$ cat src/rtl/im_addr_sequencer.sv
// Item-memory address sequencer: walks base + k*stride for num_items addresses
// per pass under valid/ready flow control, optionally looping until stopped.
//
// state | meaning
// IDLE  | waiting for start_i; addr_o and pass_cnt_o hold
// RUN   | presenting addresses, addr_valid_o = 1
// DONE  | single-cycle done_o pulse after a normal single pass
module im_addr_sequencer #(
  parameter int AddrWidth = 8,
  parameter int LenWidth  = 8,
  parameter int PassWidth = 16
) (
  input  logic                 clk_i,
  input  logic                 rst_i,
  input  logic                 start_i,
  input  logic                 stop_i,
  input  logic [AddrWidth-1:0] base_addr_i,
  input  logic [AddrWidth-1:0] stride_i,
  input  logic [LenWidth-1:0]  num_items_i,
  input  logic                 loop_i,
  output logic [AddrWidth-1:0] addr_o,
  output logic                 addr_valid_o,
  input  logic                 addr_ready_i,
  output logic                 last_o,
  output logic                 busy_o,
  output logic                 done_o,
  output logic [PassWidth-1:0] pass_cnt_o
);

  typedef enum logic [1:0] {
    IDLE = 2'd0,
    RUN  = 2'd1,
    DONE = 2'd2
  } state_e;

  state_e               state_q;
  logic [AddrWidth-1:0] addr_q;
  logic [AddrWidth-1:0] base_q;
  logic [AddrWidth-1:0] stride_q;
  logic [LenWidth-1:0]  cnt_q;
  logic [LenWidth-1:0]  num_q;
  logic                 loop_q;
  logic                 valid_q;
  logic                 last_q;
  logic                 busy_q;
  logic                 done_q;
  logic [PassWidth-1:0] pass_q;

  logic                 xfer;
  logic [LenWidth-1:0]  cnt_inc;
  logic [LenWidth-1:0]  num_m1;

  assign xfer    = valid_q & addr_ready_i;
  assign cnt_inc = cnt_q + LenWidth'(1);
  assign num_m1  = num_q - LenWidth'(1);

  always_ff @(posedge clk_i or posedge rst_i) begin
    if (rst_i) begin
      state_q  <= IDLE;
      addr_q   <= '0;
      base_q   <= '0;
      stride_q <= '0;
      cnt_q    <= '0;
      num_q    <= '0;
      loop_q   <= 1'b0;
      valid_q  <= 1'b0;
      last_q   <= 1'b0;
      busy_q   <= 1'b0;
      done_q   <= 1'b0;
      pass_q   <= '0;
    end else begin
      done_q <= 1'b0;
      case (state_q)
        IDLE: begin
          if (start_i) begin
            base_q   <= base_addr_i;
            stride_q <= stride_i;
            num_q    <= num_items_i;
            loop_q   <= loop_i;
            pass_q   <= '0;
            cnt_q    <= '0;
            addr_q   <= base_addr_i;
            if (num_items_i != '0) begin
              state_q <= RUN;
              valid_q <= 1'b1;
              busy_q  <= 1'b1;
              last_q  <= (num_items_i == LenWidth'(1));
            end else begin
              state_q <= DONE;
              done_q  <= 1'b1;
            end
          end
        end

        RUN: begin
          if (xfer) begin
            if (last_q) begin
              pass_q <= pass_q + PassWidth'(1);
              if (loop_q) begin
                addr_q <= base_q;
                cnt_q  <= '0;
                last_q <= (num_q == LenWidth'(1));
              end
            end else begin
              addr_q <= addr_q + stride_q;
              cnt_q  <= cnt_inc;
              last_q <= (cnt_inc == num_m1);
            end
          end
          // Stop wins over loop restart and suppresses the done pulse.
          if (stop_i) begin
            state_q <= IDLE;
            valid_q <= 1'b0;
            busy_q  <= 1'b0;
            last_q  <= 1'b0;
          end else if (xfer && last_q && !loop_q) begin
            state_q <= DONE;
            valid_q <= 1'b0;
            busy_q  <= 1'b0;
            last_q  <= 1'b0;
            done_q  <= 1'b1;
          end
        end

        DONE: begin
          state_q <= IDLE;
        end

        default: begin
          state_q <= IDLE;
          valid_q <= 1'b0;
          busy_q  <= 1'b0;
          last_q  <= 1'b0;
        end
      endcase
    end
  end

  assign addr_o       = addr_q;
  assign addr_valid_o = valid_q;
  assign last_o       = last_q;
  assign busy_o       = busy_q;
  assign done_o       = done_q;
  assign pass_cnt_o   = pass_q;

endmodule

$ cat config.mk
export PLATFORM = sky130hd
export DESIGN_NAME = im_addr_sequencer
export DESIGN_NICKNAME = d
export VERILOG_FILES = /design/src/rtl/im_addr_sequencer.sv
export SDC_FILE = /design/constraint.sdc
export NUM_CORES = 1
export LEC_CHECK = 0
export ABC_AREA = 1
export BUFFER_PORTS_ARGS = -buffer_cell sky130_fd_sc_hd__buf_4
export CAP_MARGIN = 10
export CORE_ASPECT_RATIO = 1.2
export CORE_MARGIN = 3
export CORE_UTILIZATION = 45
export DETAILED_ROUTE_END_ITERATION = 8
export GPL_TIMING_DRIVEN = 0
export HOLD_SLACK_MARGIN = 0.02
export PLACE_DENSITY = 0.66
export SETUP_SLACK_MARGIN = 0.05
export SLEW_MARGIN = 5
export SYNTH_ARGS = -nofsm -noshare
export SYNTH_HDL_FRONTEND = slang
export SYNTH_SLANG_ARGS = --single-unit
$ cat constraint.sdc
create_clock -name clk_i -period 4.12 [get_ports clk_i]
set_clock_uncertainty 0.1 [all_clocks]
set_input_delay 0.206 -clock clk_i [delete_from_list [all_inputs] [get_ports clk_i]]
set_output_delay 0.206 -clock clk_i [all_outputs]
set_load 0.005 [all_outputs]
Word level (Yosys, flattened, before mapping)
Index checks and enable logic that the tools add are counted.
- flip-flop bits (word level): 62
- bits of input ports: 30
- output and inout port bits: 28
- logic and storage cells: 78
- add/subtract/negate cells: 4
- equal/unequal tests: 12
- muxes and demuxes: 37
- bitwise gates (word level): 2
- reduce and logical (&&, ||, !) cells: 12
- operators with widths (cell ; count):
    two-way mux 8 bit ; 8
    two-way mux 16 bit ; 3
    one-hot mux 16 bit (2 select lines) ; 1
    one-hot mux 8 bit (2 select lines) ; 2
    adder 16 x 1 -> 16 bit (second input constant) ; 1
    == test 8 x 1 -> 1 bit (second input constant) ; 2
    AND reduction 4 bit ; 4
    two-way mux 1 bit ; 15
    adder 8 x 1 -> 8 bit (second input constant) ; 1
    adder 8 bit ; 1
    == test 8 bit ; 1
    two-way mux 2 bit ; 4
    != test 2 bit (second input constant) ; 4
    nonzero test 8 bit ; 1
    subtractor 8 x 1 -> 8 bit (second input constant) ; 1
    != test 3 bit (second input constant) ; 2
    one-hot mux 1 bit (3 select lines) ; 2
    != test 4 bit (second input constant) ; 1
    one-hot mux 2 bit (2 select lines) ; 1
    AND reduction 2 bit ; 2
    == test 2 x 1 -> 1 bit (second input constant) ; 1
    == test 2 bit (second input constant) ; 1
    logical AND 1 bit ; 2
    zero test 2 bit ; 1
    other kinds (5) ; 5

Logic depth before layout (Yosys ltp)
Gate-level depths: netlist of the first run.
- depth after elaboration: 7
- depth in mapped cells: 14
- mapped depth without buffers: 14

Worst setup path before layout of the first run
No wires, ideal clock.
- path kind: register to register
- from: register addr_q[0], in the netlist addr_o[0]
- to: register addr_q[6], in the netlist addr_o[6]
- setup time: 123 ps
- data arrival time: 1628 ps
- required time: 3897 ps
- setup slack: 2269 ps
- stages on the path, launching flop included: 11
- buffers on the path: 0
- clock period less this slack: 1851 ps
- cell sequence: dfrtp_1 > ha_1 > inv_1 > fa_1 > o21ai_0 > nand2_1 > nand2_1 > a21oi_1 > xor2_1 > nand2_1 > o21ai_1
- longest elaborated chain between the ends: 4
- ends and longest elaborated chain (element ; RTL line ; text):
    from (decl) ; 37 ; logic [AddrWidth-1:0] addr_q;
    from (signal assigned) ; 82 ; addr_q <= base_addr_i;
    from (signal assigned) ; 100 ; addr_q <= base_q;
    from (signal assigned) ; 105 ; addr_q <= addr_q + stride_q;
    adder 8 bit ; 105 ;
    two-way mux 8 bit ; 97 ; if (last_q) begin
    two-way mux 8 bit ; 96 ; if (xfer) begin
    one-hot mux 8 bit (2 select lines) ; 73 ; case (state_q)
Every way passes these cells. The select of a mux whose other input is x is not followed.
A chain may end at the register's enable or synchronous reset.

Final worst setup path of the first run
Same ends and word-level chain as after synthesis.

==> reports/metrics.csv, run 1 <==
metric,value,unit
outcome,"finished, final reports clean",
cts-root-buf,clkbuf_8,
avgSynthCellArea,7.61,µm²
r2r-end,addr_o[6]$_DFFE_PP0P_,
routed_via_density,5.14,
dp_cells,663,
worstHoldEndpoint,base_q[4]$_DFFE_PP0P_,
grt_max_degree,63,
rsz0062_at_grt,false,
synthDistinctLibCells,47,
nets,619,
r2r_slack,2040,ps
synth_top_area_share,41.2,%
relSlewSlack,47.5,%
synthTopCellsByArea,"dfrtp_1 41%, nand2_1 16%, inv_1 5.1%",
grt_remaining_overflow,0,
async_flop_share,100,%
ys_ff_latch,62,
drt_iter0_drc,150,
die_area,9510,µm²
rr_worst_depth,10,
portBuffers,57,
ir_drop,0.000425,V
setup_violations,0,
die_x,89.5,µm
p_leak,2.26,nW
min_path_type,in -> reg,
netlist_area,3770,µm²
tightest_slew,788,ps
fin_crit,2080,ps
p_seq_share,32.5,%
rows,35,
cts_tree,built,
cts.clk_slew.worst_paths,70,ps
cts_max_level,3,
r2r_start,addr_o[0]$_DFFE_PP0P_,
crit_type,reg -> reg,
swShare,45.9,%
synth.most_common_cell,nand2_1,
synthFlopType,dfrtp_1,
syn_to_final_growth,23.3,%
cts_buffers,9,
hp-start,base_addr_i[4],
syn_nets,537,
yosys.area.top_type,dfrtp_1,
final_layout_size_suffix_gt1_share,19.9,%
n_fill_cell,736,
first_pass_iters,5,
cp_max_fo,3,
cts_resized,0,
clockPowerShare,15.5,%
grt_pass1_wl,15.8,mm
routed_wl,9.29,mm
drtAntennaViolNets,0,
drc,0,
start_util,47.5,%
maxCapViolCount,0,
powerDensity,656,nW/µm²
final.setup.tns,0,ps
intPower,0.00165,W
yosysSeqAreaShare,41.2,%
postPlaceCellArea,4340,µm²
synth_top_cells_by_count,"156 x nand2_1, 62 x dfrtp_1, 51 x inv_1",
grt_pass1_vias,3412,
clkSinkCount,62,
min_path_cells,3,
fmax,481,MHz
crit_arrival,2200,ps
comb_power_share,52.0,%
io_pins,58,
required,4240,ps
syn_inst,495,
antenna_found_initial,0,
switching_power,0.00140,W
period_share,50.5,%
finalHoldViolCount,0,
vias,3563,
gp_congestion,0.886,
grt_use_total,21.1,%
yosys_warnings,0,
drv_slew,0,
die_h,106,µm
diodes,0,
final_area,4650,µm²
cts_buffer_depth,2,
dp_hpwl,6.87,mm
critPathCaptureType,register,
core_area,7930,µm²
post_cts_buffers,0,
synth_edf_count,0,
worstSetupStartpointType,register,
wire_per_inst,13.4,µm
final_cells,693,
insertion_delay,330,ps
## cell families after synthesis
kind of cell | after synthesis | synth area share, %
adder cells (fa/ha/maj) | 12 | 4.18
XOR/XNOR | 9 | 2.09
flip-flops | 62 | 41.2
buffers and inverters | 71 | 7.77
AND/OR/NAND/NOR | 262 | 30.9
AO/OA/AOI/OAI | 79 | 13.9
## layout make-up
type | instances | area, µm² | area share (%)
multi-input cells | 362 | 1920 | 41.4
flip-flops and latches | 62 | 1550 | 33.4
repair buffers | 71 | 568 | 12.2
inverters | 62 | 243 | 5.22
clock buffers | 13 | 149 | 3.20
well taps | 111 | 139 | 2.99
plain buffers | 9 | 52.6 | 1.13
clock inverters | 3 | 20.0 | 0.431
## critical path: stages, from the launching register on
cell and delay, ps:
dfrtp_1 400, ha_1 180, inv_1 50, fa_1 400, o21ai_0 340, nand2_1 100
nand2_1 70, a21oi_1 70, xor2_1 140, nand2_1 60, o21ai_1 60
## stage by stage
| stage | hold WS [ps] | util [%] | total power, W | worst slack (ps) |
|---|---|---|---|---|
| detailed placement | 306 | 54.7 | 0.00256 | 2090 |
| global placement | 300 | 54.7 | 0.00252 | 1420 |
| floorplan | 216 | - | 0.00212 | 2270 |
| global route | 50.1 | 58.6 | 0.00334 | 1850 |
| finish | 56.1 | 58.6 | 0.00305 | 2040 |
| CTS | 41.7 | 58.6 | 0.00306 | 2070 |
## layout by cell type (no fill, tap or decap), types with 4 or more instances in the layout
cell / instances
nor3_2: 4
nor2_2: 4
nand2_1: 156
inv_2: 8
nor3_1: 11
nor4_1: 4
nand4_1: 7
dlygate4sd3_1: 14
ha_1: 11
o22ai_2: 6
clkbuf_8: 10
clkbuf_1: 6
nand3_1: 22
a21oi_1: 19
inv_1: 50
xor2_1: 7
dfrtp_1: 62
buf_4: 59
o21ai_1: 5
nor2_1: 43
o21ai_0: 29
## power by group through the flow
stage | clock network [W] | logic (W) | registers [W]
6_report | 0.000473 | 0.00159 | 0.000989
3_3_place_gp | 0 | 0.00153 | 0.000992
4_1_cts | 0.000488 | 0.00159 | 0.000986
3_5_place_dp | 0 | 0.00157 | 0.000992
5_1_grt | 0.000510 | 0.00181 | 0.00102
2_1_floorplan | 0 | 0.00117 | 0.000950
## routing by layer
layer	vias to the layer above	share of wire, %	GRT usage (%)
met3	10	4.2	2.71
met5	-	0	0
met2	94	49	34.9
met1	1679	45	28.1
li1	1780	-	-
met4	0	1.3	6.91
## repair_timing
| action | 4_1_cts | 5_1_grt |
|---|---|---|
| hold buffers | 14 | 0 |
| hold endpoints to repair | 75 | 0 |
| endpoints found under the setup margin | 0 | 0 |
## state kept, by name, indices dropped and copies added (netlist names)
signal / count
addr_o: 8
base_q: 8
busy_o: 1
cnt_q: 8
done_o: 1
last_o: 1
loop_q: 1
num_q: 8
pass_cnt_o: 16
state_q: 2
stride_q: 8
## worst max-delay path by stage
stage / endpoint / cells after the start / slack [ps] / startpoint
6_report: addr_o[6]$_DFFE_PP0P_ / 10 / 2040 / addr_o[0]$_DFFE_PP0P_
5_1_grt: addr_o[6]$_DFFE_PP0P_ / 10 / 1850 / addr_o[0]$_DFFE_PP0P_
4_1_cts: addr_o[6]$_DFFE_PP0P_ / 10 / 2070 / addr_o[0]$_DFFE_PP0P_
3_5_place_dp: addr_o[6]$_DFFE_PP0P_ / 10 / 2090 / addr_o[0]$_DFFE_PP0P_
3_3_place_gp: busy_o$_DFFE_PP0P_ / 2 / 1420 / rst_i
2_1_floorplan: addr_o[0]$_DFFE_PP0P_ / 1 / 2270 / rst_i
Note: power is estimated with default switching activity, not from simulation.
==> run 2, diff against run 1 <==
PLACE_DENSITY = 0.68   (was 0.66)
clock period = 1.8 ns   (was 4.12 ns; I/O delays follow)
==> run 2 against run 1 <==
Against the previous run:
- maximum frequency is 15% higher
- highest routed layer unchanged
- first-iteration DRC count up 19%
- the flow now finishes with violations (negative setup slack)
- worst setup slack got worse by 2100 ps
==> reports/metrics.csv, run 2 (same netlist as run 1, synthesis figures left out) <==
metric,value,unit,change
crit_type,reg -> reg,,
critPathCapture,addr_o[6]$_DFFE_PP0P_,,
routed_via_density,5.15,,+0.12%
cts_tree,built,,
final_cells,733,,+5.8%
p_leak,2.51,nW,+11%
drc,0,,unchanged
rsz0062_at_grt,true,,
min_path_type,in -> reg,,
grt_use_met2,35.0,%,+0.11 points
ir_drop,0.00100,V,+140%
finalHoldViolCount,0,,unchanged
antenna_found_initial,0,,unchanged
grt_pass1_vias,3531,,+3.5%
grt_remaining_overflow,0,,unchanged
grt_use_total,21.5,%,+0.45 points
worstSetupStartpointType,register,,
io_pins,58,,unchanged
grt_pass1_wl,16.2,mm,+3.1%
die_x,89.5,µm,unchanged
rr_worst_depth,10,,unchanged
vias,3773,,+5.9%
regArea,1560,µm²,+0.65%
crit_arrival,1940,ps,-260 ps
finalHoldWorstSlack,67.1,ps,+11.0 ps
drv_slew,0,,unchanged
violations,negative setup slack,,
routed_wl,9.84,mm,+5.9%
drt_iter0_drc,178,,+19%
maxCapViolCount,0,,unchanged
fin_total_pwr,0.00820,W,+170%
fmax,552,MHz,+15%
pre_cts_slack,-145,ps,-2230 ps
cts-root-buf,clkbuf_8,,
die_h,106,µm,unchanged
wire_per_inst,13.4,µm,+0.11%
gp_congestion,0.892,,+0.69%
r2r-end,addr_o[6]$_DFFE_PP0P_,,
period_share,101,%,+50 points
cts_buffer_depth,2,,unchanged
final_layout_size_suffix_gt1_share,31.8,%,+12 points
critPathCaptureType,register,,
dp_cells,663,,unchanged
nets,659,,+6.5%
r2r_start,addr_o[0]$_DFFE_PP0P_,,
dp_hpwl,6.74,mm,-1.9%
clkSinkCount,62,,unchanged
diodes,0,,unchanged
fin_util,66.5,%,+7.9 points
tightest_slew,783,ps,-4.92 ps
largest_register_ffs,16,,unchanged
grt_busiest_layer,met2,,
core_area,7930,µm²,unchanged
cp_max_fo,2,,-1
final_common_cell,nand2_1,,
r2r_slack,-10,ps,-2050 ps
powerDensity,1560,nW/µm²,+140%
syn_to_final_growth,39.9,%,
insertion_delay,340,ps,about the same
fin_crit,1810,ps,-267 ps
portBuffers,57,,unchanged
mostFrequentLayoutCells,"147 x nand2_1, 85 x buf_4, 54 x dfrtp_1",,
drtAntennaViolNets,0,,unchanged
cts_max_level,3,,unchanged
cts.clk_slew.worst_paths,80,ps,about the same
rows,35,,unchanged
grt_max_degree,63,,unchanged
worst_slack,-12.2,ps,-2050 ps
setup_violations,1,,+1
startpoint,addr_o[0]$_DFFE_PP0P_,,
grt_use_met3,3.64,%,+0.93 points
n_fill_cell,658,,-11%
cts_buffers,9,,unchanged
first_pass_iters,5,,unchanged
grt_use_met1,29.3,%,+1.2 points
die_area,9510,µm²,unchanged
relSlewSlack,47.8,%,+0.33 points
start_util,47.5,%,unchanged
multiInputGateArea,2150,µm²,+12%
outcome,"finished, violations left",,
required,1930,ps,-2310 ps
-- run 2: metrics by stage --
step           cell area [µm²]  TNS (ps)
3_5_place_dp              4340     -1790
2_1_floorplan             3770         0
4_1_cts                   5040         0
5_1_grt                   5270      -369
3_3_place_gp              4340    -49140
6_report                  5270     -12.2
-- run 2: metal layers --
| layer | wire [µm] | part of all wire, % |
|---|---|---|
| met1 | 4380 | 45 |
| met2 | 4850 | 49 |
| met3 | 494 | 5.0 |
| met4 | 110 | 1.1 |
| met5 | 0 | 0 |
-- run 2: area by class of cell --
class	instances	share of cell area (%)
plain buffers	9	1.07
clock buffers	10	2.61
clock inverters	6	1.16
inverters	62	4.84
multi-input cells	362	40.7
flip-flops and latches	62	29.6
well taps	111	2.63
repair buffers	111	17.3
-- run 2: what timing repair did --
action / CTS / global route
pin swaps: 11 / 28
endpoints found under the setup margin: 42 / 21
setup buffers: 11 / 16
endpoints found under the hold margin: 92 / 0
cloned: 0 / 0
hold buffers: 27 / 0
resized for setup: 30 / 38
-- run 2: power by group --
group	internal, W	switching (W)	leakage [nW]
clock	0.000672	0.000565	0.102
sequential	0.00185	0.000468	0.788
combinational	0.00210	0.00254	1.62
-- run 2: critical path, stage by stage (launching register included) --
cell	delay, ps
dfrtp_1	370
ha_2	190
inv_2	40
fa_2	360
o21ai_2	180
nand2_1	70
nand2_1	90
a21oi_2	60
xor2_1	140
nand2_1	60
o21ai_1	50
-- run 2: how the worst min path moves through the flow --
stage,slack (ps),depth (start not counted),to,from
6_report,70,4,pass_cnt_o[3]$_DFFE_PP0P_,start_i
5_1_grt,110,4,pass_cnt_o[3]$_DFFE_PP0P_,start_i
4_1_cts,60,4,pass_cnt_o[3]$_DFFE_PP0P_,start_i
3_5_place_dp,190,3,stride_q[3]$_DFFE_PP0P_,stride_i[3]
3_3_place_gp,180,3,stride_q[2]$_DFFE_PP0P_,stride_i[2]
2_1_floorplan,100,2,base_q[0]$_DFFE_PP0P_,base_addr_i[0]
==> run 3, diff against run 2 <==
PLACE_DENSITY = 0.66   (was 0.68)
clock period = 2.21 ns   (was 1.8 ns; I/O delays follow)
==> run 3 against run 2 <==
Against the previous run:
- the flow now finishes without violations
- total power fell by 30%
- combinational power fell by 36%
- sequential power fell by 21%
- worst setup slack better by 250 ps
- global-route usage decreased by 0.26 points
- via count down 4.9%
- sequential cell count unchanged
- clock-buffer cell count grew 3
- maximum frequency decreased by 8.1%
- die area unchanged
- largest power group unchanged
==> reports/metrics.csv, run 3 (same netlist as run 1, synthesis figures left out) <==
metric,value,unit,change
outcome,"finished, final reports clean",,
cts_max_level,3,,unchanged
drc,0,,unchanged
worstSetupStartpointType,register,,
r2r_slack,240,ps,+250 ps
path_delay_family,adder cells,,
cpMostUsedCell,nand2_1,,
diodes,0,,unchanged
fmax,507,MHz,-8.1%
cts_buffer_depth,2,,unchanged
required,2330,ps,+400 ps
cp_max_fo,3,,+1
postPlaceCellArea,4340,µm²,-0.14%
drtAntennaViolNets,0,,unchanged
insertion_delay,330,ps,about the same
crit_type,reg -> reg,,
relSlewSlack,47.7,%,-0.12 points
final_area,4780,µm²,-9.4%
path_buf_inv,1,,unchanged
rows,35,,unchanged
crit_arrival,2090,ps,+150 ps
vias,3590,,-4.9%
first_pass_iters,7,,+2
drt_iter0_drc,170,,-4.5%
antenna_found_initial,0,,unchanged
period_share,89.2,%,-11 points
die_area,9510,µm²,unchanged
die_x,89.5,µm,unchanged
fin_crit,1970,ps,+159 ps
core_area,7930,µm²,unchanged
final_common_cell,nand2_1,,
grt_use_total,21.3,%,-0.26 points
worstPathCellList,ha_1 > inv_1 > fa_1 > o21ai_1 > nand2_1 > nand2_1 > a21oi_1 > xor2_1 > nand2_1 > o21ai_1,,
largest_register_ffs,16,,unchanged
cts_tree,built,,
start_util,47.5,%,unchanged
tightest_slew,785,ps,+1.81 ps
portBuffers,57,,unchanged
die_h,106,µm,unchanged
cts.clk_slew.worst_paths,70,ps,about the same
final_layout_size_suffix_gt1_share,19.5,%,-12 points
finalHoldViolCount,0,,unchanged
n_fill_cell,719,,+9.3%
grt_pass1_wl,15.9,mm,-1.9%
ir_drop,0.000788,V,-21%
nets,632,,-4.1%
mostFrequentLayoutCells,"156 x nand2_1, 62 x dfrtp_1, 59 x buf_4",,
gp_congestion,0.886,,-0.68%
slowest_stage,dfrtp_1,,
final.setup.tns,0,ps,+12.2 ps
worst_slack,238,ps,+251 ps
powerDensity,1190,nW/µm²,-23%
clkSinkCount,62,,unchanged
grt_pass1_vias,3481,,-1.4%
finalHoldWorstSlack,123,ps,+56.3 ps
dp_hpwl,6.87,mm,+2.0%
wire_per_inst,13.4,µm,-0.44%
rsz0062_at_grt,false,,
routed_wl,9.44,mm,-4.1%
maxCapViolCount,0,,unchanged
syn_to_final_growth,26.8,%,
setup_violations,0,,-1
min_path_type,in -> reg,,
grt_remaining_overflow,0,,unchanged
critPathCaptureType,register,,
cts-root-buf,clkbuf_8,,
grt_max_degree,63,,unchanged
pre_cts_slack,178,ps,+323 ps
p_leak,2.32,nW,-7.6%
drv_slew,0,,unchanged
io_pins,58,,unchanged
routed_via_density,5.08,,-1.2%
slowest_delay,400,ps,+30 ps
fin_total_pwr,0.00570,W,-30%
cts_buffers,9,,unchanged
==> run 3: stage by stage <==
stage          std cells  utilization (%)
6_report             706             60.3
4_1_cts              706             60.3
5_1_grt              706             60.3
3_5_place_dp         663             54.7
2_1_floorplan        495                -
3_3_place_gp         663             54.7
==> run 3: what timing repair did <==
action	CTS	global route
endpoints found under the hold margin	91	0
setup buffers	0	0
gates resized for setup	0	1
endpoints found under the setup margin	0	1
hold buffers	27	0
==> run 3: path summary, 6_finish.rpt <==
check,startpoint,end,depth (start not counted)
max reg2reg,addr_o[0]$_DFFE_PP0P_,addr_o[6]$_DFFE_PP0P_,10
max in group asynchronous,rst_i,stride_q[0]$_DFFE_PP0P_,3
max,addr_o[0]$_DFFE_PP0P_,addr_o[6]$_DFFE_PP0P_,10
min in group asynchronous,rst_i,stride_q[4]$_DFFE_PP0P_,3
min reg2reg,base_q[0]$_DFFE_PP0P_,base_q[0]$_DFFE_PP0P_,2
min,start_i,pass_cnt_o[0]$_DFFE_PP0P_,5
==> run 3: area by class of cell <==
class | instances | area (µm²) | share of cell area (%)
multi-input combinational | 362 | 1920 | 40.3
sequential | 62 | 1550 | 32.5
timing repair buffer | 84 | 698 | 14.6
inverter | 62 | 243 | 5.08
clock buffer | 13 | 149 | 3.12
tap | 111 | 139 | 2.91
buffer | 9 | 52.6 | 1.10
clock inverter | 3 | 20.0 | 0.419
==> run 3: report_power, final <==
group,switching (W),total [W],internal [W]
sequential,0.000345,0.00184,0.00150
combinational,0.00182,0.00298,0.00116
clock,0.000443,0.000881,0.000437
==> run 3: worst reg2reg max path: stages, from the launching register on <==
cell	delay, ps
dfrtp_1	400
ha_1	180
inv_1	50
fa_1	400
o21ai_1	250
nand2_1	80
nand2_1	60
a21oi_1	70
xor2_1	140
nand2_1	60
o21ai_1	60
==> run 3: layer usage <==
metal  vias up  global-route usage [%]  share of wire (%)
met5         -                       0                  0
met4         0                    6.91                1.3
met3        10                    2.79                4.4
met2        94                    35.2                 50
met1      1679                    28.4                 45
li1       1807                       -                  -
